File: src/rtl/s_port_pkg.sv
// s_port_pkg: shared types and constants for the serial byte receiver.
//   state_e      - receiver FSM states
//   PAR_*        - parity_mode encodings (2'b11 behaves as PAR_NONE)
//   MIN_DIV      - smallest bit-period divisor the receiver will use
//   par_enabled  - true when a parity bit is expected in the frame
package s_port_pkg;

  typedef enum logic [2:0] {
    ST_IDLE   = 3'd0,
    ST_START  = 3'd1,
    ST_DATA   = 3'd2,
    ST_PARITY = 3'd3,
    ST_STOP   = 3'd4
  } state_e;

  localparam logic [1:0] PAR_NONE = 2'b00;
  localparam logic [1:0] PAR_EVEN = 2'b01;
  localparam logic [1:0] PAR_ODD  = 2'b10;

  localparam int unsigned MIN_DIV = 4;

  function automatic logic par_enabled(input logic [1:0] mode);
    return (mode == PAR_EVEN) || (mode == PAR_ODD);
  endfunction

endpackage

File: src/rtl/s_port_baud_gen.sv
// s_port_baud_gen: bit-period counter, divisor latch/clamp and sample strobe.
// Ports:
//   clk, reset   - clock, synchronous active-low reset
//   clr          - hold the period counter at zero (receiver idle)
//   load         - capture baud_div (clamped to MIN_DIV) at frame start
//   baud_div     - requested clk cycles per bit
//   sample_c     - combinational strobe at the bit decision point
// Build option S_PORT_RX_MAJORITY_EN moves the decision point one cycle
// later (half+1) so three samples around the bit centre are available.
module s_port_baud_gen
  import s_port_pkg::*;
#(
  parameter int unsigned DIV_W = 16
) (
  input  logic             clk,
  input  logic             reset,
  input  logic             clr,
  input  logic             load,
  input  logic [DIV_W-1:0] baud_div,
  output logic             sample_c
);

  logic [DIV_W-1:0] div_q, div_d;
  logic [DIV_W-1:0] cnt_q, cnt_d;
  logic [DIV_W-1:0] samp_pt;

  // Divisor latch and wrapping period counter
  always_comb begin
    div_d = div_q;
    cnt_d = cnt_q + DIV_W'(1);
    if (load) begin
      div_d = (baud_div < DIV_W'(MIN_DIV)) ? DIV_W'(MIN_DIV) : baud_div;
    end
    if (clr) begin
      cnt_d = '0;
    end else if (cnt_q == div_q - DIV_W'(1)) begin
      cnt_d = '0;
    end
  end

  // Decision point relative to the bit start
  always_comb begin
`ifdef S_PORT_RX_MAJORITY_EN
    samp_pt = (div_q >> 1) + DIV_W'(1);
`else
    samp_pt = div_q >> 1;
`endif
  end

  // Counter idles at zero, so this never fires while the receiver is idle
  assign sample_c = (cnt_q == samp_pt);

  always_ff @(posedge clk) begin
    if (!reset) begin
      div_q <= DIV_W'(MIN_DIV);
      cnt_q <= '0;
    end else begin
      div_q <= div_d;
      cnt_q <= cnt_d;
    end
  end

endmodule

File: src/rtl/s_port_byte_rx.sv
// s_port_byte_rx: asynchronous serial receiver (start, DATA_BITS LSB-first,
// optional parity, one stop bit).
// Ports:
//   clk          - clock, all logic on rising edge
//   reset        - synchronous active-low reset
//   s_in         - asynchronous serial line, idle high
//   baud_div     - clk cycles per bit, latched at frame start (min 4)
//   parity_mode  - 00 none, 01 even, 10 odd, 11 none; latched at frame start
//   data_out     - received word, held until next data_valid
//   data_valid   - one-cycle pulse after the stop-bit decision
//   parity_err   - parity mismatch for data_out (0 when parity is none)
//   frame_err    - stop bit sampled low
//   busy         - receiver not idle
// Build option S_PORT_RX_MAJORITY_EN: each bit is the 2-of-3 majority of
// samples at half-1, half and half+1, decided at half+1.
module s_port_byte_rx
  import s_port_pkg::*;
#(
  parameter int unsigned DATA_BITS = 8,
  parameter int unsigned DIV_W     = 16
) (
  input  logic                 clk,
  input  logic                 reset,
  input  logic                 s_in,
  input  logic [DIV_W-1:0]     baud_div,
  input  logic [1:0]           parity_mode,
  output logic [DATA_BITS-1:0] data_out,
  output logic                 data_valid,
  output logic                 parity_err,
  output logic                 frame_err,
  output logic                 busy
);

  localparam int unsigned IDX_W = $clog2(DATA_BITS);

  state_e                 state_q, state_d;
  logic                   sync1_q, sync1_d;
  logic                   sync2_q, sync2_d;
  logic                   prev_q, prev_d;
  logic [IDX_W-1:0]       idx_q, idx_d;
  logic [DATA_BITS-1:0]   shift_q, shift_d;
  logic [1:0]             par_mode_q, par_mode_d;
  logic                   par_acc_q, par_acc_d;
  logic                   par_err_q, par_err_d;
  logic                   fall_pend_q, fall_pend_d;
  logic [DATA_BITS-1:0]   data_out_q, data_out_d;
  logic                   data_valid_q, data_valid_d;
  logic                   parity_err_q, parity_err_d;
  logic                   frame_err_q, frame_err_d;
  logic                   busy_q, busy_d;

  logic                   fall_c;
  logic                   bit_c;
  logic                   sample_c;
  logic                   load_c;
  logic                   clr_c;

`ifdef S_PORT_RX_MAJORITY_EN
  logic                   prev2_q, prev2_d;
  assign prev2_d = prev_q;
  // sync2_q, prev_q, prev2_q hold the samples at half+1, half, half-1
  assign bit_c = (prev2_q & prev_q) | (prev2_q & sync2_q) | (prev_q & sync2_q);
`else
  assign bit_c = sync2_q;
`endif

  assign fall_c = prev_q & ~sync2_q;

  // Counter is held at zero whenever the FSM is, or is about to be, idle
  assign clr_c = (state_q == ST_IDLE) || (state_d == ST_IDLE);

  s_port_baud_gen #(
    .DIV_W (DIV_W)
  ) u_baud_gen (
    .clk      (clk),
    .reset    (reset),
    .clr      (clr_c),
    .load     (load_c),
    .baud_div (baud_div),
    .sample_c (sample_c)
  );

  // Next-state and output logic
  always_comb begin
    state_d      = state_q;
    sync1_d      = s_in;
    sync2_d      = sync1_q;
    prev_d       = sync2_q;
    idx_d        = idx_q;
    shift_d      = shift_q;
    par_mode_d   = par_mode_q;
    par_acc_d    = par_acc_q;
    par_err_d    = par_err_q;
    fall_pend_d  = fall_pend_q;
    data_out_d   = data_out_q;
    data_valid_d = 1'b0;
    parity_err_d = parity_err_q;
    frame_err_d  = frame_err_q;
    load_c       = 1'b0;

    unique case (state_q)
      ST_IDLE: begin
        fall_pend_d = 1'b0;
        if (fall_c || fall_pend_q) begin
          state_d    = ST_START;
          load_c     = 1'b1;
          par_mode_d = parity_mode;
        end
      end
      ST_START: begin
        if (sample_c) begin
          if (bit_c) begin
            state_d = ST_IDLE;
          end else begin
            state_d   = ST_DATA;
            idx_d     = '0;
            par_acc_d = 1'b0;
            par_err_d = 1'b0;
          end
        end
      end
      ST_DATA: begin
        if (sample_c) begin
          shift_d   = {bit_c, shift_q[DATA_BITS-1:1]};
          par_acc_d = par_acc_q ^ bit_c;
          if (idx_q == IDX_W'(DATA_BITS - 1)) begin
            state_d = par_enabled(par_mode_q) ? ST_PARITY : ST_STOP;
          end else begin
            idx_d = idx_q + IDX_W'(1);
          end
        end
      end
      ST_PARITY: begin
        if (sample_c) begin
          par_err_d = (par_mode_q == PAR_EVEN) ? (par_acc_q ^ bit_c)
                                               : ~(par_acc_q ^ bit_c);
          state_d   = ST_STOP;
        end
      end
      ST_STOP: begin
        if (sample_c) begin
          state_d      = ST_IDLE;
          data_valid_d = 1'b1;
          data_out_d   = shift_q;
          parity_err_d = par_err_q;
          frame_err_d  = ~bit_c;
          // An edge coinciding with the stop decision would be lost otherwise
          fall_pend_d  = fall_c;
        end
      end
      default: begin
        state_d = ST_IDLE;
      end
    endcase

    busy_d = (state_d != ST_IDLE);
  end

  always_ff @(posedge clk) begin
    if (!reset) begin
      state_q      <= ST_IDLE;
      sync1_q      <= 1'b1;
      sync2_q      <= 1'b1;
      prev_q       <= 1'b1;
      idx_q        <= '0;
      shift_q      <= '0;
      par_mode_q   <= PAR_NONE;
      par_acc_q    <= 1'b0;
      par_err_q    <= 1'b0;
      fall_pend_q  <= 1'b0;
      data_out_q   <= '0;
      data_valid_q <= 1'b0;
      parity_err_q <= 1'b0;
      frame_err_q  <= 1'b0;
      busy_q       <= 1'b0;
    end else begin
      state_q      <= state_d;
      sync1_q      <= sync1_d;
      sync2_q      <= sync2_d;
      prev_q       <= prev_d;
      idx_q        <= idx_d;
      shift_q      <= shift_d;
      par_mode_q   <= par_mode_d;
      par_acc_q    <= par_acc_d;
      par_err_q    <= par_err_d;
      fall_pend_q  <= fall_pend_d;
      data_out_q   <= data_out_d;
      data_valid_q <= data_valid_d;
      parity_err_q <= parity_err_d;
      frame_err_q  <= frame_err_d;
      busy_q       <= busy_d;
    end
  end

`ifdef S_PORT_RX_MAJORITY_EN
  always_ff @(posedge clk) begin
    if (!reset) begin
      prev2_q <= 1'b1;
    end else begin
      prev2_q <= prev2_d;
    end
  end
`endif

  assign data_out   = data_out_q;
  assign data_valid = data_valid_q;
  assign parity_err = parity_err_q;
  assign frame_err  = frame_err_q;
  assign busy       = busy_q;

endmodule
File: config.mk
export PLATFORM = sky130hd
export DESIGN_NAME = s_port_byte_rx
export DESIGN_NICKNAME = d
export VERILOG_FILES = /design/src/rtl/s_port_pkg.sv /design/src/rtl/s_port_baud_gen.sv /design/src/rtl/s_port_byte_rx.sv
export SDC_FILE = /design/constraint.sdc
export NUM_CORES = 1
export LEC_CHECK = 0
export ABC_AREA = 0
export CORE_UTILIZATION = 47
export CTS_BUF_LIST = sky130_fd_sc_hd__clkbuf_16
export CTS_CLUSTER_SIZE = 8
export DETAILED_ROUTE_END_ITERATION = 16
export GPL_ROUTABILITY_DRIVEN = 0
export HOLD_SLACK_MARGIN = 0.1
export PLACE_DENSITY = 0.68
export SYNTH_ARGS = -nofsm -noshare
export SYNTH_HDL_FRONTEND = slang
export SYNTH_HIERARCHICAL = 1
export SYNTH_SLANG_ARGS = --single-unit
File: constraint.sdc
create_clock -name clk -period 5.95 [get_ports clk]
set_clock_uncertainty 0.15 [all_clocks]
set_input_delay 0.8925 -clock clk [delete_from_list [all_inputs] [get_ports clk]]
set_output_delay 0.8925 -clock clk [all_outputs]
set_load 0.005 [all_outputs]
==> metrics.txt, run 1 <==
# TYPE chip_impl_metric gauge
chip_impl_info{name="result_of_the_run",value="complete, no violations"} 1
chip_impl_metric{name="detail_route.iter0.violations",unit=""} 100
chip_impl_metric{name="intPower",unit="uW"} 820
chip_impl_metric{name="setup_tns",unit="ns"} 0
chip_impl_metric{name="synthXorXnorAreaFrac",unit=""} 0.117
chip_impl_metric{name="cts_max_path_buffers",unit=""} 2
chip_impl_info{name="timing.critical_path.to_type",value="flip-flop"} 1
chip_impl_info{name="worstSetupStartpointType",value="flip-flop"} 1
chip_impl_metric{name="area.growth.synth_to_final",unit="%"} 13.4
chip_impl_metric{name="sw_frac_of_total",unit=""} 0.236
chip_impl_metric{name="cts_resized",unit=""} 0
chip_impl_metric{name="floorplan.initialDensity",unit=""} 0.484
chip_impl_metric{name="postLayoutSetupSlackWorst",unit="ns"} 1.83
chip_impl_metric{name="fraction_of_the_mapped_netlist_area_in_compound_gates",unit=""} 0.119
chip_impl_metric{name="maxCapViolations",unit=""} 0
chip_impl_metric{name="yosys_warnings",unit=""} 6
chip_impl_metric{name="wire_length_of_the_first_global_routing_pass",unit="mm"} 12.9
chip_impl_metric{name="fp.dieW",unit="um"} 91.2
chip_impl_info{name="grt_setup_unrepaired",value="false"} 1
chip_impl_metric{name="ir_worst_vdd",unit="mV"} 0.193
chip_impl_metric{name="post_route_wl",unit="mm"} 7.40
chip_impl_metric{name="via_per_inst",unit=""} 5.38
chip_impl_metric{name="synth_cell_type_count",unit=""} 62
chip_impl_metric{name="cts.reportedPaths.clkPinSlew",unit="ns"} 0.06
chip_impl_metric{name="fp-row-count",unit=""} 32
chip_impl_metric{name="power.combinational.fraction",unit=""} 0.067
chip_impl_metric{name="io_pins",unit=""} 33
chip_impl_metric{name="average_wire_length_per_cell_after_detail_routing",unit="um"} 14.1
chip_impl_metric{name="drtPass1Iterations",unit=""} 4
chip_impl_info{name="cpMaxStageDelayCell",value="nor4_1"} 1
chip_impl_info{name="cts.root.buffer_cell",value="clkbuf_16"} 1
chip_impl_metric{name="number_of_enable_type_register_cells_in_the_synthesized_netlist",unit=""} 0
chip_impl_metric{name="final_layout_size_suffix_gt1_frac",unit=""} 0.0972
chip_impl_metric{name="synth_seq_area_share",unit=""} 0.354
chip_impl_metric{name="power_per_cell_area",unit="nW/um2"} 253
chip_impl_metric{name="netSwitchingPower",unit="uW"} 254
chip_impl_metric{name="setup_viol",unit=""} 0
chip_impl_metric{name="clkLatencyLatePin",unit="ns"} 0.33
chip_impl_metric{name="p_clk_frac",unit=""} 0.506
chip_impl_metric{name="grt_max_degree",unit=""} 52
chip_impl_metric{name="dp_slack",unit="ns"} 1.83
chip_impl_info{name="tritoncts",value="built"} 1
chip_impl_info{name="layout.cells.most_common",value="dfxtp_1"} 1
chip_impl_metric{name="postCtsSetupRepairBufs",unit=""} 0
chip_impl_metric{name="portBuffers",unit=""} 32
chip_impl_metric{name="worst-slew-pin-transition",unit="ns"} 1.25
chip_impl_metric{name="die_y",unit="um"} 91.2
chip_impl_metric{name="netlist_area",unit="um2"} 3740
chip_impl_metric{name="clock_sink_count",unit=""} 66
chip_impl_metric{name="async_reset_ff_frac",unit=""} 0
chip_impl_metric{name="vias_in_the_first_global_route",unit=""} 2684
chip_impl_metric{name="dp_hpwl",unit="mm"} 5.17
chip_impl_metric{name="totalPowerFinal",unit="uW"} 1070
chip_impl_metric{name="layout.core_utilization",unit=""} 0.549
chip_impl_info{name="cp_cell_sequence",value="xor2_1, or4_1, nor4_1, nor2b_1, o211ai_1, nand3_1, o21bai_1, nand2b_1, nor3b_1"} 1
chip_impl_metric{name="fin_crit",unit="ns"} 4.12
chip_impl_metric{name="final_hold_vio_count",unit=""} 0
chip_impl_info{name="dominant_combinational_cell_family_by_area_after_synthesis",value="simple AND/OR/NAND/NOR gates"} 1
chip_impl_metric{name="route.detailed.drc",unit=""} 0
chip_impl_metric{name="number_of_cells_produced_by_synthesis",unit=""} 409
chip_impl_metric{name="critical-path-max-stage-delay",unit="ns"} 0.96
chip_impl_info{name="worst_hold_path_type",value="reg -> reg"} 1
chip_impl_metric{name="clock.fmax",unit="MHz"} 243
chip_impl_metric{name="drtAntennaViolNets",unit=""} 0
chip_impl_metric{name="holdBufCountCts",unit=""} 0
chip_impl_metric{name="grt_overflow",unit=""} 0
chip_impl_metric{name="flop_and_latch_count_out_of_synthesis",unit=""} 66
chip_impl_metric{name="synth_simple_gate_area_share",unit=""} 0.263
chip_impl_metric{name="power.leakage",unit="uW"} 0.00153
chip_impl_metric{name="hold-worst-slack",unit="ns"} 0.256
chip_impl_metric{name="worst_rel_slew_slack",unit=""} 0.160
chip_impl_metric{name="post_synth.cell_area_avg",unit="um2"} 9.14
chip_impl_metric{name="timing.critical_path.required",unit="ns"} 6.04
chip_impl_metric{name="vias",unit=""} 2821
chip_impl_metric{name="synthAdderAreaFrac",unit=""} 0.0167
chip_impl_info{name="path_class",value="reg -> reg"} 1
chip_impl_metric{name="placeableCoreArea",unit="um2"} 7730
chip_impl_metric{name="initial_antenna_violation_count",unit=""} 0
chip_impl_metric{name="largest_driver_fanout_on_the_critical_path",unit=""} 16
chip_impl_metric{name="yosys-mux-area-fraction",unit=""} 0.0512
chip_impl_metric{name="worstPathArrival",unit="ns"} 4.21
chip_impl_metric{name="grt_usage",unit=""} 0.193
chip_impl_metric{name="final-max-slew-violation-count",unit=""} 0
chip_impl_metric{name="htreeDepth",unit=""} 3
chip_impl_metric{name="sequentialPowerShare",unit=""} 0.427
chip_impl_info{name="leading_register_cell_type_out_of_synthesis",value="dfxtp_1"} 1
chip_impl_metric{name="num_antenna_cells",unit=""} 0
chip_impl_metric{name="die_area",unit="um2"} 8310
chip_impl_info{name="layout.cells.most_common_list",value="dfxtp_1, nand2_1, clkdlybuf4s50_1"} 1
chip_impl_metric{name="tritoncts.num_buffers",unit=""} 9
chip_impl_metric{name="postSynthNetCount",unit=""} 435
chip_impl_metric{name="design.final.nets",unit=""} 443
chip_impl_metric{name="layout_worst_path_cycle_share",unit=""} 0.692
Yosys cell counts (all sizes together) (4+ instances only):
cell | n | area [um2]
a21boi | 20 | 150
a21oi | 5 | 25.0
buf | 17 | 154
clkbuf | 17 | 86.3
dfxtp | 66 | 1320
ha | 5 | 62.6
inv | 9 | 33.8
mux2i | 18 | 180
nand2 | 47 | 176
nand2b | 5 | 31.3
nand3 | 11 | 55.1
nand4 | 8 | 50.1
nor2 | 15 | 56.3
nor2b | 24 | 150
nor3 | 20 | 150
nor3b | 8 | 65.1
nor4 | 8 | 50.1
o211ai | 4 | 35.0
o21ai | 6 | 33.8
xnor2 | 27 | 236
xor2 | 23 | 201
worst paths after layout:
check | slack [ns] | end | from | cells past startpoint
setup / recovery | 1.83 | u_baud_gen/cnt_q[1] | u_baud_gen/div_q[2] | 9
hold / removal | 0.26 | bit_c | sync1_q | 1
setup reg to reg | 1.83 | u_baud_gen/cnt_q[1] | u_baud_gen/div_q[2] | 9
hold reg to reg | 0.26 | bit_c | sync1_q | 1
area by class of cell:
class | count | area (um2)
multi-input cells | 298 | 2120
well taps | 102 | 128
repair buffers | 33 | 328
fillers | 710 | 3490
clock inverters | 7 | 82.6
inverters | 9 | 33.8
clock buffers | 9 | 225
flip-flops and latches | 66 | 1320
layer usage:
metal / wire [um] / GRT usage
met4: 101 / 0.0661
met2: 3580 / 0.316
met5: 0 / 0
met3: 204 / 0.0461
met1: 3520 / 0.247
worst max-delay path, delay by kind of cell, from the launching register on:
| family | cells | cell delay, ns |
|---|---|---|
| xor gates and xnor gates | 1 | 0.10 |
| DFF | 1 | 0.47 |
| and+or+nand+nor | 6 | 3.06 |
| AOI/OAI and AO/OA | 2 | 0.24 |
power groups by stage:
stage	Sequential, uW	Clock [uW]	Combinational [uW]
after floorplan	461	0	55.4
after global placement	468	0	71.4
after detailed placement	468	0	72.1
after CTS	458	558	72.5
after global routing	459	577	79.3
final	458	543	72.4
metrics by stage:
stage	instance area, um2	std cells
6_report	4240	524
4_1_cts	4240	524
2_1_floorplan	3740	409
5_1_grt	4240	524
3_5_place_dp	3930	508
3_3_place_gp	3930	508
state kept, by name, summed over array words and instances, names as in the netlist:
signal and flops:
prev_q 1, shift_q 8, fall_pend_q 1, bit_c 1, idx_q 3, sync1_q 1
par_mode_q 2, u_baud_gen/cnt_q 16, parity_err 1, u_baud_gen/div_q 16, frame_err 1, busy 1
data_valid 1, state_q 3, par_acc_q 1, par_err_q 1, data_out 8
logic make-up after synthesis:
group           after synthesis
fa+ha+maj                     5
buf+inv                      45
simple gates                166
compound gates               58
mux                          19
flops                        66
xor+xnor                     50
(Power assumes the default switching activity.)
==> run 2: changes to the inputs <==
--- a/config.mk
+++ b/config.mk
@@ -12,7 +12,7 @@
 export DETAILED_ROUTE_END_ITERATION = 16
 export GPL_ROUTABILITY_DRIVEN = 0
 export HOLD_SLACK_MARGIN = 0.1
-export PLACE_DENSITY = 0.68
+export PLACE_DENSITY = 0.71
 export SYNTH_ARGS = -nofsm -noshare
 export SYNTH_HDL_FRONTEND = slang
 export SYNTH_HIERARCHICAL = 1
==> constraint.sdc (replaced) <==
create_clock -name clk -period 3.6 [get_ports clk]
set_clock_uncertainty 0.15 [all_clocks]
set_input_delay 0.54 -clock clk [delete_from_list [all_inputs] [get_ports clk]]
set_output_delay 0.54 -clock clk [all_outputs]
set_load 0.005 [all_outputs]
==> run 2 against run 1 <==
Effect of this change:
- count of clock-buffer cells in the layout is the same
- total power increased by 70%
- combinational power is 69% higher
- wire length rose by 0.27%
- sequential power rose by 65%
- final cell count is 1.1% higher
- sequential share of layout area fell by 0.46 points
- global-route usage shrank 0.13 points
- via count up 0.60%
- critical path depth is 1 higher
- largest cell class unchanged
- highest routed layer unchanged
==> metrics.txt, run 2 (synthesized netlist as in run 1, its figures left out) <==
# TYPE chip_impl_metric gauge
chip_impl_metric{name="placeableCoreArea",unit="um2"} 7730
chip_impl_info{name="layout.cells.most_common_list",value="dfxtp_1, nand2_1, clkdlybuf4s50_1"} 1
chip_impl_metric{name="area.growth.synth_to_final",unit="%"} 15.1
chip_impl_metric{name="worst-slew-pin-transition",unit="ns"} 0.723
chip_impl_metric{name="ir_worst_vdd",unit="mV"} 0.307
chip_impl_metric{name="portBuffers",unit=""} 32
chip_impl_metric{name="io_pins",unit=""} 33
chip_impl_info{name="cp_top_family",value="simple AND/OR/NAND/NOR gates"} 1
chip_impl_metric{name="vias",unit=""} 2838
chip_impl_metric{name="fin_crit",unit="ns"} 3.04
chip_impl_metric{name="maxCapViolations",unit=""} 0
chip_impl_metric{name="register_area",unit="um2"} 1320
chip_impl_metric{name="cts_max_path_buffers",unit=""} 2
chip_impl_info{name="cp_cell_sequence",value="xor2_1, or4_1, nor4_1, buf_4, mux2_2, a32o_2, o21bai_1, nand2b_1, buf_4, nor3_1"} 1
chip_impl_info{name="layout.cells.most_common",value="dfxtp_1"} 1
chip_impl_info{name="biggestRegsByFlops",value="u_baud_gen/cnt_q (16), u_baud_gen/div_q (16)"} 1
chip_impl_metric{name="initial_antenna_violation_count",unit=""} 0
chip_impl_metric{name="clock.fmax",unit="MHz"} 329
chip_impl_metric{name="worst_rel_slew_slack",unit=""} 0.514
chip_impl_metric{name="final_hold_vio_count",unit=""} 0
chip_impl_metric{name="die_y",unit="um"} 91.2
chip_impl_info{name="cts.root.buffer_cell",value="clkbuf_16"} 1
chip_impl_metric{name="clock_sink_count",unit=""} 66
chip_impl_metric{name="grt_max_degree",unit=""} 22
chip_impl_metric{name="fp.dieW",unit="um"} 91.2
chip_impl_metric{name="wire_length_of_the_first_global_routing_pass",unit="mm"} 12.7
chip_impl_metric{name="critical-path-max-stage-delay",unit="ns"} 0.51
chip_impl_info{name="timing.critical_path.to_type",value="flip-flop"} 1
chip_impl_info{name="cpMaxStageDelayCell",value="or4_1"} 1
chip_impl_metric{name="final_layout_size_suffix_gt1_frac",unit=""} 0.110
chip_impl_metric{name="fill_cells",unit=""} 671
chip_impl_info{name="worstSetupStartpointType",value="flip-flop"} 1
chip_impl_metric{name="cts.reportedPaths.clkPinSlew",unit="ns"} 0.06
chip_impl_metric{name="tritoncts.num_buffers",unit=""} 9
chip_impl_metric{name="postCtsSetupRepairBufs",unit=""} 0
chip_impl_metric{name="multi_input_area",unit="um2"} 2120
chip_impl_metric{name="floorplan.initialDensity",unit=""} 0.484
chip_impl_metric{name="path_depth",unit=""} 10
chip_impl_info{name="path_common_cell",value="buf_4"} 1
chip_impl_metric{name="final-max-slew-violation-count",unit=""} 0
chip_impl_metric{name="clkLatencyLatePin",unit="ns"} 0.33
chip_impl_metric{name="detail_route.iter0.violations",unit=""} 114
chip_impl_metric{name="setup_viol",unit=""} 0
chip_impl_metric{name="holdBufCountCts",unit=""} 0
chip_impl_metric{name="design.final.nets",unit=""} 449
chip_impl_info{name="tritoncts",value="built"} 1
chip_impl_metric{name="die_area",unit="um2"} 8310
chip_impl_metric{name="largest_driver_fanout_on_the_critical_path",unit=""} 16
chip_impl_metric{name="via_per_inst",unit=""} 5.35
chip_impl_metric{name="htreeDepth",unit=""} 3
chip_impl_metric{name="layout.core_utilization",unit=""} 0.557
chip_impl_metric{name="num_antenna_cells",unit=""} 0
chip_impl_metric{name="power.leakage",unit="uW"} 0.00157
chip_impl_metric{name="drtAntennaViolNets",unit=""} 0
chip_impl_metric{name="cts_resized",unit=""} 0
chip_impl_info{name="path_class",value="reg -> reg"} 1
chip_impl_metric{name="layout_worst_path_cycle_share",unit=""} 0.845
chip_impl_metric{name="drtPass1Iterations",unit=""} 4
chip_impl_metric{name="rr_worst_depth",unit=""} 10
chip_impl_info{name="worst_hold_path_type",value="reg -> reg"} 1
chip_impl_info{name="grt_setup_unrepaired",value="false"} 1
chip_impl_metric{name="grt_usage",unit=""} 0.191
chip_impl_metric{name="hold_depth",unit=""} 1
chip_impl_metric{name="dp_hpwl",unit="mm"} 5.37
chip_impl_metric{name="worstPathArrival",unit="ns"} 3.11
chip_impl_metric{name="post_route_wl",unit="mm"} 7.42
chip_impl_metric{name="fp-row-count",unit=""} 32
chip_impl_metric{name="cp_num_buf_inv",unit=""} 2
chip_impl_metric{name="timing.critical_path.required",unit="ns"} 3.66
chip_impl_metric{name="route.detailed.drc",unit=""} 0
chip_impl_metric{name="average_wire_length_per_cell_after_detail_routing",unit="um"} 14.0
chip_impl_info{name="result_of_the_run",value="complete, no violations"} 1
chip_impl_metric{name="grt_overflow",unit=""} 0
chip_impl_metric{name="vias_in_the_first_global_route",unit=""} 2698
chip_impl_metric{name="power_per_cell_area",unit="nW/um2"} 425
chip_impl_metric{name="setup_tns",unit="ns"} 0
[run 2: cell types whose count changed in the layout (fill, tap and decap cells not counted)]
| cell | previous run | this run |
|---|---|---|
| inv_8 | 1 | 0 |
| buf_4 | 1 | 7 |
| bufinv_16 | 1 | 2 |
| inv_6 | 3 | 2 |
| clkinv_4 | 0 | 1 |
[run 2: stage by stage]
stage	setup slack (ns)	total power (uW)	instance area, um2	hold WS (ns)	std cells
CTS	0.554	1850	4300	0.270	530
floorplan	0.269	853	3740	0.236	409
detailed placement	0.568	894	3980	0.255	514
global placement	0.671	893	3980	0.244	514
finish	0.557	1830	4300	0.264	530
global route	0.243	1880	4300	0.295	530
[run 2: path summary, 6_finish.rpt]
check,endpoint,start,slack [ns]
setup / recovery,u_baud_gen/cnt_q[3],u_baud_gen/div_q[2],0.56
hold / removal,bit_c,sync1_q,0.26
setup reg to reg,u_baud_gen/cnt_q[3],u_baud_gen/div_q[2],0.56
hold reg to reg,bit_c,sync1_q,0.26
[run 2: final cells by class]
class	count	area share
clock buffers	9	0.0523
clock inverters	7	0.0236
inverters	9	0.00785
multi-input cells	298	0.493
flip-flops and latches	66	0.307
well taps	102	0.0297
repair buffers	39	0.0867
[run 2: report_power, final]
part	internal, uW	switching [uW]	leakage, uW
registers	740	17.1	0.000533
logic	69.6	52.3	0.000883
clock network	611	337	0.000153
total	1420	406	0.00157
[run 2: metal layers]
layer	wire length, um	part of all wire	track usage	vias to the layer above
met5	0	0	0	-
met4	80	0.011	0.0569	0
met3	208	0.028	0.0536	8
met2	3700	0.50	0.332	24
met1	3430	0.46	0.229	1363
li1	-	-	-	1443
[run 2: worst reg2reg max path, delay by kind of cell, from the launching register on]
family / cells / cell delay (ns)
buf+inv: 2 / 0.49
compound gates: 2 / 0.40
xor+xnor: 1 / 0.10
flops: 1 / 0.46
mux: 1 / 0.33
simple gates: 4 / 1.00
